===== config.mk =====
export PLATFORM = sky130hd
export DESIGN_NAME = j1_io_fabric
export DESIGN_NICKNAME = d
export VERILOG_FILES = /design/src/rtl/j1_io_fabric.sv
export SDC_FILE = /design/constraint.sdc
export NUM_CORES = 1
export LEC_CHECK = 0
export CAP_MARGIN = 20
export CORE_ASPECT_RATIO = 2
export CORE_UTILIZATION = 42
export DETAILED_ROUTE_END_ITERATION = 12
export GPL_ROUTABILITY_DRIVEN = 0
export MAX_ROUTING_LAYER = met4
export PLACE_DENSITY = 0.87
export SLEW_MARGIN = 20
export SYNTH_ARGS = -nofsm -noshare
export SYNTH_HDL_FRONTEND = slang
export SYNTH_SLANG_ARGS = --single-unit
export TNS_END_PERCENT = 20

===== constraint.sdc =====
create_clock -name sys_clk_i -period 3.5 [get_ports sys_clk_i]
set_clock_uncertainty 0.1 [all_clocks]
set_input_delay 0.7 -clock sys_clk_i [delete_from_list [all_inputs] [get_ports sys_clk_i]]
set_output_delay 0.7 -clock sys_clk_i [all_outputs]
set_load 0.01 [all_outputs]

===== src/rtl/j1_io_fabric.sv =====
`default_nettype none
// ============================================================================
// Module   : j1_io_fabric
// Purpose  : I/O interconnect between the J1 core and its memory-mapped
//            peripherals. Decodes a run of 256-word pages into one-hot chip
//            selects, muxes peripheral read data back to the core (optionally
//            registered), and provides a status page that records accesses
//            to unmapped pages.
// Ports    : sys_clk_i/sys_rst_i    clock, async active-low reset
//            io_rd/io_wr/io_addr/io_dout/io_din   J1 I/O bus
//            per_cs/per_addr/per_rd/per_wr/per_wdata/per_rdata  peripherals
//            err_irq                registered OR of the error flags
// Revision : 1.0  initial release
// ============================================================================
module j1_io_fabric #(
   parameter int          NUM_SLOTS     = 8,
   parameter logic [7:0]  BASE_PAGE     = 8'h67,
   parameter bit          REG_RDATA     = 1'b0,
   parameter logic [15:0] DEFAULT_RDATA = 16'h0666
) (
   input  logic                    sys_clk_i,
   input  logic                    sys_rst_i,
   input  logic                    io_rd,
   input  logic                    io_wr,
   input  logic [15:0]             io_addr,
   input  logic [15:0]             io_dout,
   output logic [15:0]             io_din,
   output logic [NUM_SLOTS-1:0]    per_cs,
   output logic [3:0]              per_addr,
   output logic                    per_rd,
   output logic                    per_wr,
   output logic [15:0]             per_wdata,
   input  logic [16*NUM_SLOTS-1:0] per_rdata,
   output logic                    err_irq
);

   // 9-bit page arithmetic so BASE_PAGE+NUM_SLOTS cannot wrap.
   localparam logic [8:0]  c_STATUS_PAGE = 9'(BASE_PAGE) + 9'(NUM_SLOTS);
   localparam logic [3:0]  c_NSLOTS_LO   = 4'(NUM_SLOTS);
   localparam logic [15:0] c_ID          = {BASE_PAGE, 4'h0, c_NSLOTS_LO};

   logic [7:0]  w_page;
   logic        w_slot_hit;
   logic        w_status_hit;
   logic        w_unmapped;
   logic        w_reg_wr;
   logic [1:0]  w_flag_clr;
   logic [1:0]  w_flag_set;
   logic [1:0]  w_flags_nxt;
   logic        w_cnt_clr;
   logic [15:0] w_count_nxt;
   logic [15:0] w_status_data;
   logic [15:0] w_slot_data;
   logic [15:0] w_rdata;

   logic [1:0]  r_flags;
   logic [15:0] r_err_addr;
   logic [15:0] r_count;
   logic        r_irq;

   assign w_page    = io_addr[15:8];
   assign per_addr  = io_addr[3:0];
   assign per_rd    = io_rd;
   assign per_wr    = io_wr;
   assign per_wdata = io_dout;
   assign err_irq   = r_irq;

   for (genvar i = 0; i < NUM_SLOTS; i++) begin : g_cs
      assign per_cs[i] = ({1'b0, w_page} == (9'(BASE_PAGE) + 9'(i)));
   end

   assign w_slot_hit   = |per_cs;
   assign w_status_hit = ({1'b0, w_page} == c_STATUS_PAGE);
   assign w_unmapped   = (io_rd | io_wr) & ~w_slot_hit & ~w_status_hit;
   assign w_reg_wr     = io_wr & w_status_hit;

   // A new error sets its flag even if the same bit is being cleared.
   assign w_flag_clr  = (w_reg_wr && io_addr[3:0] == 4'd0) ? io_dout[1:0] : 2'b00;
   assign w_flag_set  = w_unmapped ? {io_wr, io_rd} : 2'b00;
   assign w_flags_nxt = (r_flags & ~w_flag_clr) | w_flag_set;
   assign w_cnt_clr   = w_reg_wr && (io_addr[3:0] == 4'd2);

   // Clear applies first, so clear + new error leaves the count at 1.
   always_comb begin
      w_count_nxt = w_cnt_clr ? 16'h0000 : r_count;
      if (w_unmapped && w_count_nxt != 16'hFFFF) begin
         w_count_nxt = w_count_nxt + 16'd1;
      end
   end

   always_ff @(posedge sys_clk_i or negedge sys_rst_i) begin
      if (!sys_rst_i) begin
         r_flags    <= 2'b00;
         r_err_addr <= 16'h0000;
         r_count    <= 16'h0000;
         r_irq      <= 1'b0;
      end else begin
         r_flags <= w_flags_nxt;
         r_irq   <= |w_flags_nxt;
         r_count <= w_count_nxt;
         if (w_unmapped) begin
            r_err_addr <= io_addr;
         end
      end
   end

   always_comb begin
      w_status_data = 16'h0000;
      case (io_addr[3:0])
         4'd0:    w_status_data = {14'h0000, r_flags};
         4'd1:    w_status_data = r_err_addr;
         4'd2:    w_status_data = r_count;
         4'd3:    w_status_data = c_ID;
         default: w_status_data = 16'h0000;
      endcase
   end

   // per_cs is one-hot or zero, so at most one slot matches.
   always_comb begin
      w_slot_data = DEFAULT_RDATA;
      for (int i = 0; i < NUM_SLOTS; i++) begin
         if (per_cs[i]) begin
            w_slot_data = per_rdata[16*i +: 16];
         end
      end
   end

   assign w_rdata = w_status_hit ? w_status_data : w_slot_data;

   if (REG_RDATA) begin : g_reg_rdata
      logic [15:0] r_din;
      // Only read cycles update the held value; write-only cycles leave it.
      always_ff @(posedge sys_clk_i or negedge sys_rst_i) begin
         if (!sys_rst_i) begin
            r_din <= 16'h0000;
         end else if (io_rd) begin
            r_din <= w_rdata;
         end
      end
      assign io_din = r_din;
   end else begin : g_comb_rdata
      assign io_din = w_rdata;
   end

endmodule
`default_nettype wire


Word-level counts from Yosys, hierarchy flattened
Index checks and enable logic that the tools add are counted.

Flip-flop bits (word level): 35. Input bits: 164. Logic and storage cells: 47.

Add/subtract/negate cells: 1. Equal/unequal tests: 13. Mux-type cells: 14. Bitwise gates (word level): 9. Reduce and logical (&&, ||, !) cells: 6.

Operator list (number): 16-bit two-way mux (11); 8-bit by 7-bit equality test with 1-bit output, second input constant (9); 16-bit one-hot mux with 4 select lines (1); 16-bit by 1-bit adder with 16-bit output, second input constant (1); 16-bit inequality test, second input constant (1); 4-bit by 2-bit equality test with 1-bit output, second input constant (2); 8-bit OR reduction (1); 4-bit by 1-bit equality test with 1-bit output, second input constant (1); 4-bit logical NOT (1); 2-bit two-way mux (2); 1-bit bitwise AND (3); 1-bit logical AND (3); 2-bit bitwise AND (1); 1-bit NOT (2); 2-bit NOT (1); 2-bit bitwise OR (1); 2-bit OR reduction (1); 1-bit bitwise OR (1).

Longest topological paths before layout
Gate-level depths: netlist of the first run.

Depth in word-level cells: 10. Mapped depth: 12.

Worst setup path before layout of the first run
No wires, ideal clock.

Path kind: input -> register. From: input port io_addr[12]. To: register r_count[1]. Setup time: 0.125 ns. Arrival time: 2.685 ns. Data required time: 3.275 ns. Setup slack: 0.590 ns. Stages on the path: 11. Buffers on the path: 2. Path through: nor4bb_1 -> buf_2 -> and4_4 -> buf_6 -> nand3_4 -> and2_4 -> ha_1 -> nand4_1 -> nor4_1 -> nor2_1 -> mux2_2.

Word-level cells in the longest chain between the ends: 7. Elaborated cells between the ends (all ways): 21. Those cells by class: add/sub (1); eq/ne (10); mux (2); bitwise (5); reduce/logical (3).

Ends and longest elaborated chain: start, declared (RTL line 25) `input logic [15:0] io_addr,`; branches (longest 6 deep; another with 16-bit by 1-bit adder with 16-bit output); 16-bit two-way mux * (RTL line 86) `if (w_unmapped && w_count_nxt != 16'hFFFF) begin`; via w_count_nxt[1] (RTL line 51) `logic [15:0] w_count_nxt;`; end signal, assigned (RTL line 100) `r_count <= w_count_nxt;`; end, declared (RTL line 58) `logic [15:0] r_count;`.

Mark *: on every way through the listed nets, which the timed path passes. A chain may end at the register's enable or synchronous reset.

Final worst setup path of the first run
From: input port io_addr[10]. To: output port io_din[14].

Word-level cells in the longest chain between the ends: 10. Elaborated cells between the ends (all ways): 18. Those cells by class: eq/ne (9); mux (9).

Ends and longest elaborated chain: 8-bit by 7-bit equality test with 1-bit output (RTL line 69) `assign per_cs[i] = ({1'b0, w_page} == (9'(BASE_PAGE) + 9'(i)));`; 16-bit two-way mux (8 in series) (RTL line 122) `if (per_cs[i]) begin`; 16-bit two-way mux * (RTL line 128) `assign w_rdata = w_status_hit ? w_status_data : w_slot_data;`; end, declared (RTL line 27) `output logic [15:0] io_din,`.

Mark *: on every way between the ends. The rest lies on a longest branch, timed or not.

==> metrics.txt, run 1 <==
vias in the first global route around 5000; post-CTS setup buffer count 0; Setup crit start io_addr[10]; Slew @ Worst Pin about 0.5 ns; DP HPWL 13000 µm; Synth top area share between 20 and 25%; Comb pwr share around 40%; Crit. End Element output port; worst rel slew slack between 60% and 70%; worst stage delay on the critical path 0.48 ns; Hold Startpoint r_err_addr[1]; Finished Layout Cells roughly 800; PD cells 278 mW/mm²; GRT Total Usage around 40%; Sequential Power Share around 34%; vias per std cell 6.23; Pint ~0.0011 W; Peak VDD IR between 0.4 and 0.5 mV; Crit Path Class in -> out; Post-Route WL 16300 µm; clk slew on worst S/H paths around 0.05 ns; Die Y between 100 and 150 µm; routed len/inst 20.8 µm; asr flop ratio synth between 90% and 100%; status finished clean; CTS max path bufs 2; register area between 800 and 900 µm²; Synth area leader dfrtp_1; Worst-Skew Late Latency a little under 0.3 ns; worst slack at placement -0.187 ns; num rows between 40 and 50; final hold violations 0; Synth cell types 62; Syn. warnings 0; max-slew violations 0; total power between 0.0015 and 0.002 W; share of cells above drive strength 1 between 10% and 20%; fin crit share ~100%; first-pass GRT wire length between 20000 and 30000 µm; Clock Power Share a little over a quarter; DRT Pass-1 Iters 5; CTS Buf Count 5; post-route ant nets 0; Max Clock Freq 286 MHz; crit path cell chain clkdlybuf4s50_1, buf_6, inv_2, buf_4, nor2_1, buf_4, a21oi_1, a211o_1, clkdlybuf4s50_1; Netlist Area Pre-Place about 0.0035 mm²; most frequent cells in the layout 164 x clkdlybuf4s50_1, 76 x nand2_1, 71 x buf_4; hold_buf cts 0; TritonCTS clock tree done; synth top area cells dfrtp_1 25%, nand2_1 8.1%, mux2i_1 5.4%; RSZ-0062 raised after global routing yes; setup TNS 0 ns; gr ovfl total 0; CP Launch Type primary input; Worst Path Arrival 2.69 ns; most common cell after layout, fill and taps aside clkdlybuf4s50_1; synthesized flop and latch total 35; Worst EP required ~2.7 ns; # IOs between 200 and 250; Mean Syn Cell Area just over 7 µm²; sequential-to-total area share from yosys stat between 20 and 25%; final setup violation count 0; Sw Share about a third; CTS resizes 19; CTS root buffer clkbuf_16; clk sink count 35; CTS H-Tree Depth 2; Post-synth EDFFs 0; Hold WC Path Type reg -> reg; die area around 0.0088 mm²; FILL cells 610; Starting Density around 44%; Cells after Synth 486; Max-Cap Viols 0; core region area ~0.008 mm²; worst-path fanout max 13; Die W 66.7 µm; initial antenna violation count 1; Net Sw Power 0.000542 W; reg2reg start r_count[0]; DRC viols 0; Util after Layout between 70% and 80%; largest net degree at the start of global routing 36; dpl cells roughly 780; syn nets 651; 1st-iter DRT viols 500; PortBufs around 180; via count a little under 5000; Final nets 852; area growth from synthesis to layout 66.6%; top_reg_cell synth dfrtp_1; Final WS setup 0.00826 ns; minimum clock period between 3 and 4 ns; Leakage ~2.5 nW; area of the multi-input gates approximately 0.0023 mm²; CP max-delay cell clkdlybuf4s50_1
-- cell families (layout without fill, tap and decap cells) --
family	after synthesis	count (layout)	share of synthesized area (%)
and+or+nand+nor	197	197	26.6
DFF	35	35	24.9
adders and majority gates	1	1	0.356
xor gates and xnor gates	8	8	1.99
muxes	26	26	7.66
AOI/OAI and AO/OA	148	148	27.9
buffers and inverters	71	273	10.6
other	0	1	0
-- worst max-delay path: cells and delay by family --
kind,cells,cell delay [ns]
compound gates,2,0.35
buf+inv,6,1.49
simple gates,1,0.13
-- through the flow --
| stage | hold slack, ns | cell area, µm² |
|---|---|---|
| global route | 0.389 | 5850 |
| finish | 0.370 | 5850 |
| floorplan | 0.304 | 3510 |
| CTS | 0.368 | 5810 |
| global placement | 0.351 | 5670 |
| detailed placement | 0.356 | 5670 |
-- layer usage --
layer	vias up	share of wire [%]	GRT usage, %	wire (µm)
li1	2152	-	-	-
met1	2255	30	33.8	4870
met2	358	51	63.6	8300
met3	124	11	13.7	1750
met4	0	8.7	32.0	1420
met5	-	0	-	0
-- area by class of cell --
class,instances,share of cell area (%)
clock inverters,1,0.0855
inverters,10,0.641
diodes,1,0.0428
repair buffers,255,40.3
multi-input cells,380,39.7
flip-flops and latches,35,15.0
well taps,96,2.05
clock buffers,7,2.27
-- synthesized netlist by cell type (all sizes together), types with 3 or more instances --
library cell and instances:
nand2 76, nor2 46, buf 38, o21ai 36, dfrtp 35, a21oi 30, clkbuf 23, mux2i 19
a22oi 18, nor3 17, nand3 15, o22ai 15, inv 10, nand4 9, mux2 7, nor2b 7
and2 5, a22o 4, a2bb2oi 4, and3 4, nand2b 4, o21a 4, o221ai 4, o32ai 4
or3 4, xnor2 4, xor2 4, a32oi 3, and4 3, o211ai 3
-- registers in the layout, summed over array words and instances (netlist names) --
| register | count |
|---|---|
| r_flags | 2 |
| r_err_addr | 16 |
| r_count | 16 |
| err_irq | 1 |
-- power by group through the flow --
stage	sequential, W	clock, W	combinational, W
6_report	0.000556	0.000427	0.000645
5_1_grt	0.000563	0.000454	0.000693
4_1_cts	0.000549	0.000433	0.000631
3_5_place_dp	0.000554	0	0.000625
3_3_place_gp	0.000549	0	0.000602
2_1_floorplan	0.000520	0	0.000328
-- path summary, 6_finish.rpt --
| check | endpoint | slack [ns] | cells after the start |
|---|---|---|---|
| setup / recovery | io_din[14] | 0.008 | 9 |
| hold reg to reg | r_err_addr[1] | 0.37 | 2 |
| max in group asynchronous | r_count[13] | 2.23 | 2 |
| setup reg to reg | r_count[3] | 1.28 | 7 |
| min in group asynchronous | r_flags[0] | 0.74 | 2 |
| hold / removal | r_err_addr[1] | 0.37 | 2 |
Power figures use the tool's default switching activity.
==> run 2, diff against run 1 <==
CTS_CLUSTER_SIZE = 8   (was not set)
==> results of run 2 <==
Final layout, timing and power as in run 1 (identical DEF).
==> run 3, diff against run 2 <==
CORE_MARGIN = 10   (was not set)
==> run 3 against run 2 <==
  * Critical path depth decreased by 2
  * Sequential power about the same
  * First-iteration DRC count decreased by 21%
  * Die area increased by 44%
  * Design area increased by 0.43%
  * Final cell count decreased by 0.51%
  * Via count decreased by 2.4%
  * Utilization decreased by 1.8 points
  * Combinational power about the same
  * Clock power decreased by 4.9%
  * Worst hold slack improved by 0.0021 ns
  * Fmax about the same
  * Critical path type unchanged
==> metrics.txt, run 3 (synthesis gave the netlist of run 1 again) <==
status finished clean; Hold WC Path Type reg -> reg; fin crit share between 90 and 100%; final hold violations 0; die area about 0.013 mm²; PortBufs approximately 180; delay-heaviest family, CP buffers and inverters; reg2reg start r_count[0]; clk sink count 35; dpl cells 774; Hold Startpoint r_err_addr[0]; Max-Cap Viols 0; area growth from synthesis to layout 67.3%; num rows 47; Final nets 849; Worst Path Arrival between 2 and 3 ns; Post-Route WL between 15000 and 20000 µm; worst slack at placement -0.307 ns; R2R cell count 7; capturing point of the worst reg2reg path r_count[10]; worst-path fanout max 5; max-slew violations 0; Finished Layout Cells a little under 800; first-pass GRT wire length around 27000 µm; share of cells above drive strength 1 ~15%; worst rel slew slack 69.9%; DP HPWL 14400 µm; Worst EP required between 2 and 3 ns; Die Y roughly 150 µm; clk slew on worst S/H paths 0.05 ns; post-route ant nets 0; Die W around 85 µm; Antenna diodes 0; crit path cell chain clkdlybuf4s50_1, nand4bb_2, nor2_4, buf_4, nand2_1, nor3_1, clkdlybuf4s50_1; DRT Pass-1 Iters 5; gr ovfl total 0; via count between 4000 and 5000; hold-critical path depth 2; Leakage between 2 and 3 nW; R2R Setup Slk 1.40 ns; Worst Hold Path EP r_err_addr[0]; area of the multi-input gates about 0.0024 mm²; CTS H-Tree Depth 2; most frequent cells in the layout 162 x clkdlybuf4s50_1, 75 x nand2_1, 70 x buf_4; PD cells roughly 270 mW/mm²; CP max-delay cell clkdlybuf4s50_1; Max Clock Freq 286 MHz; setup TNS 0 ns; CP Launch Type primary input; vias per std cell about 6; initial antenna violation count 0; most common cell after layout, fill and taps aside clkdlybuf4s50_1; 1st-iter DRT viols between 300 and 400; Most Frequent Cell on Critical Path clkdlybuf4s50_1; Worst-Skew Late Latency roughly 0.28 ns; Crit. End Element output port; routed len/inst ~23 µm; # IOs roughly 210; final setup violation count 0; vias in the first global route 5036; worst stage delay on the critical path roughly 0.57 ns; Starting Density between 40% and 50%; CTS Buf Count 5; Crit Path Class in -> out; CTS root buffer clkbuf_16; largest net degree at the start of global routing 36; total power 0.00160 W; minimum clock period 3.49 ns; GRT Total Usage a little over a quarter; register area just under 900 µm²; hold_ws 0.372 ns; Largest regs r_count: 16 flops, r_err_addr: 16 flops, r_flags: 2 flops; Buf/Inv on CP 3; TritonCTS clock tree done; FILL cells a little under 600; RSZ-0062 raised after global routing yes; core region area around 0.008 mm²; Final WS setup between 0.009 and 0.01 ns; Peak VDD IR approximately 0.45 mV; DRC viols 0; Slew @ Worst Pin about 0.45 ns; CTS max path bufs 2
[run 3: cell types whose count changed in the layout (fill, tap and decap cells not counted), moves of 2 or more]
cell | previous run | this run
dlygate4sd2_1 | 13 | 11
a32oi_1 | 3 | 1
nor3_2 | 2 | 0
a32oi_2 | 0 | 2
buf_6 | 2 | 0
clkdlybuf4s50_1 | 164 | 162
dlymetal6s2s_1 | 3 | 6
[run 3: worst max path at each step]
stage | slack (ns) | startpoint | end | cells past startpoint
detailed placement | -0.31 | io_addr[10] | io_din[11] | 9
finish | 0.01 | io_addr[15] | per_cs[5] | 7
CTS | -0.1 | io_addr[10] | io_din[14] | 8
floorplan | 0.59 | io_addr[12] | r_count[1] | 11
global route | -0.04 | io_addr[15] | per_cs[5] | 7
global placement | -0.28 | io_addr[10] | io_din[7] | 9
[run 3: per-stage QoR]
step	utilization, %	cell area [µm²]
3_5_place_dp	68.7	5660
6_report	71.4	5880
2_1_floorplan	-	3510
3_3_place_gp	68.7	5660
5_1_grt	71.4	5880
4_1_cts	70.5	5800
[run 3: report_power, final]
part | switching, W | leakage (nW) | total (W) | internal, W
logic | 0.000286 | 2.04 | 0.000642 | 0.000356
registers | 0.0000873 | 0.420 | 0.000555 | 0.000468
clock network | 0.000150 | 0.0628 | 0.000406 | 0.000255
total | 0.000524 | 2.52 | 0.00160 | 0.00108
[run 3: area by class of cell]
type                    instances  share of cell area (%)
multi-input cells             380                    40.2
flip-flops and latches         35                    14.9
repair buffers                252                    40.0
well taps                      98                    2.09
inverters                      10                   0.681
clock buffers                   6                    2.19
[run 3: tightest hold or removal path, cell delays in order, from the launching register on]
cell and delay (ns):
dfrtp_1 0.34, nand2_1 0.05, nand2_1 0.05
[run 3: repair_timing]
action                                 4_1_cts  5_1_grt
gates resized for setup                     21       18
setup buffers                                0        1
endpoints found under the hold margin        0        0
hold buffers                                 0        0
setup endpoints to repair                   19       13
pin swaps                                    2        2
[run 3: per-layer routing]
metal | vias up | track usage (%) | wire length [µm]
li1 | 2145 | - | -
met1 | 2182 | 24.5 | 5550
met2 | 311 | 50.0 | 9460
met3 | 133 | 4.81 | 1370
met4 | 0 | 19.0 | 1480
met5 | - | - | 0
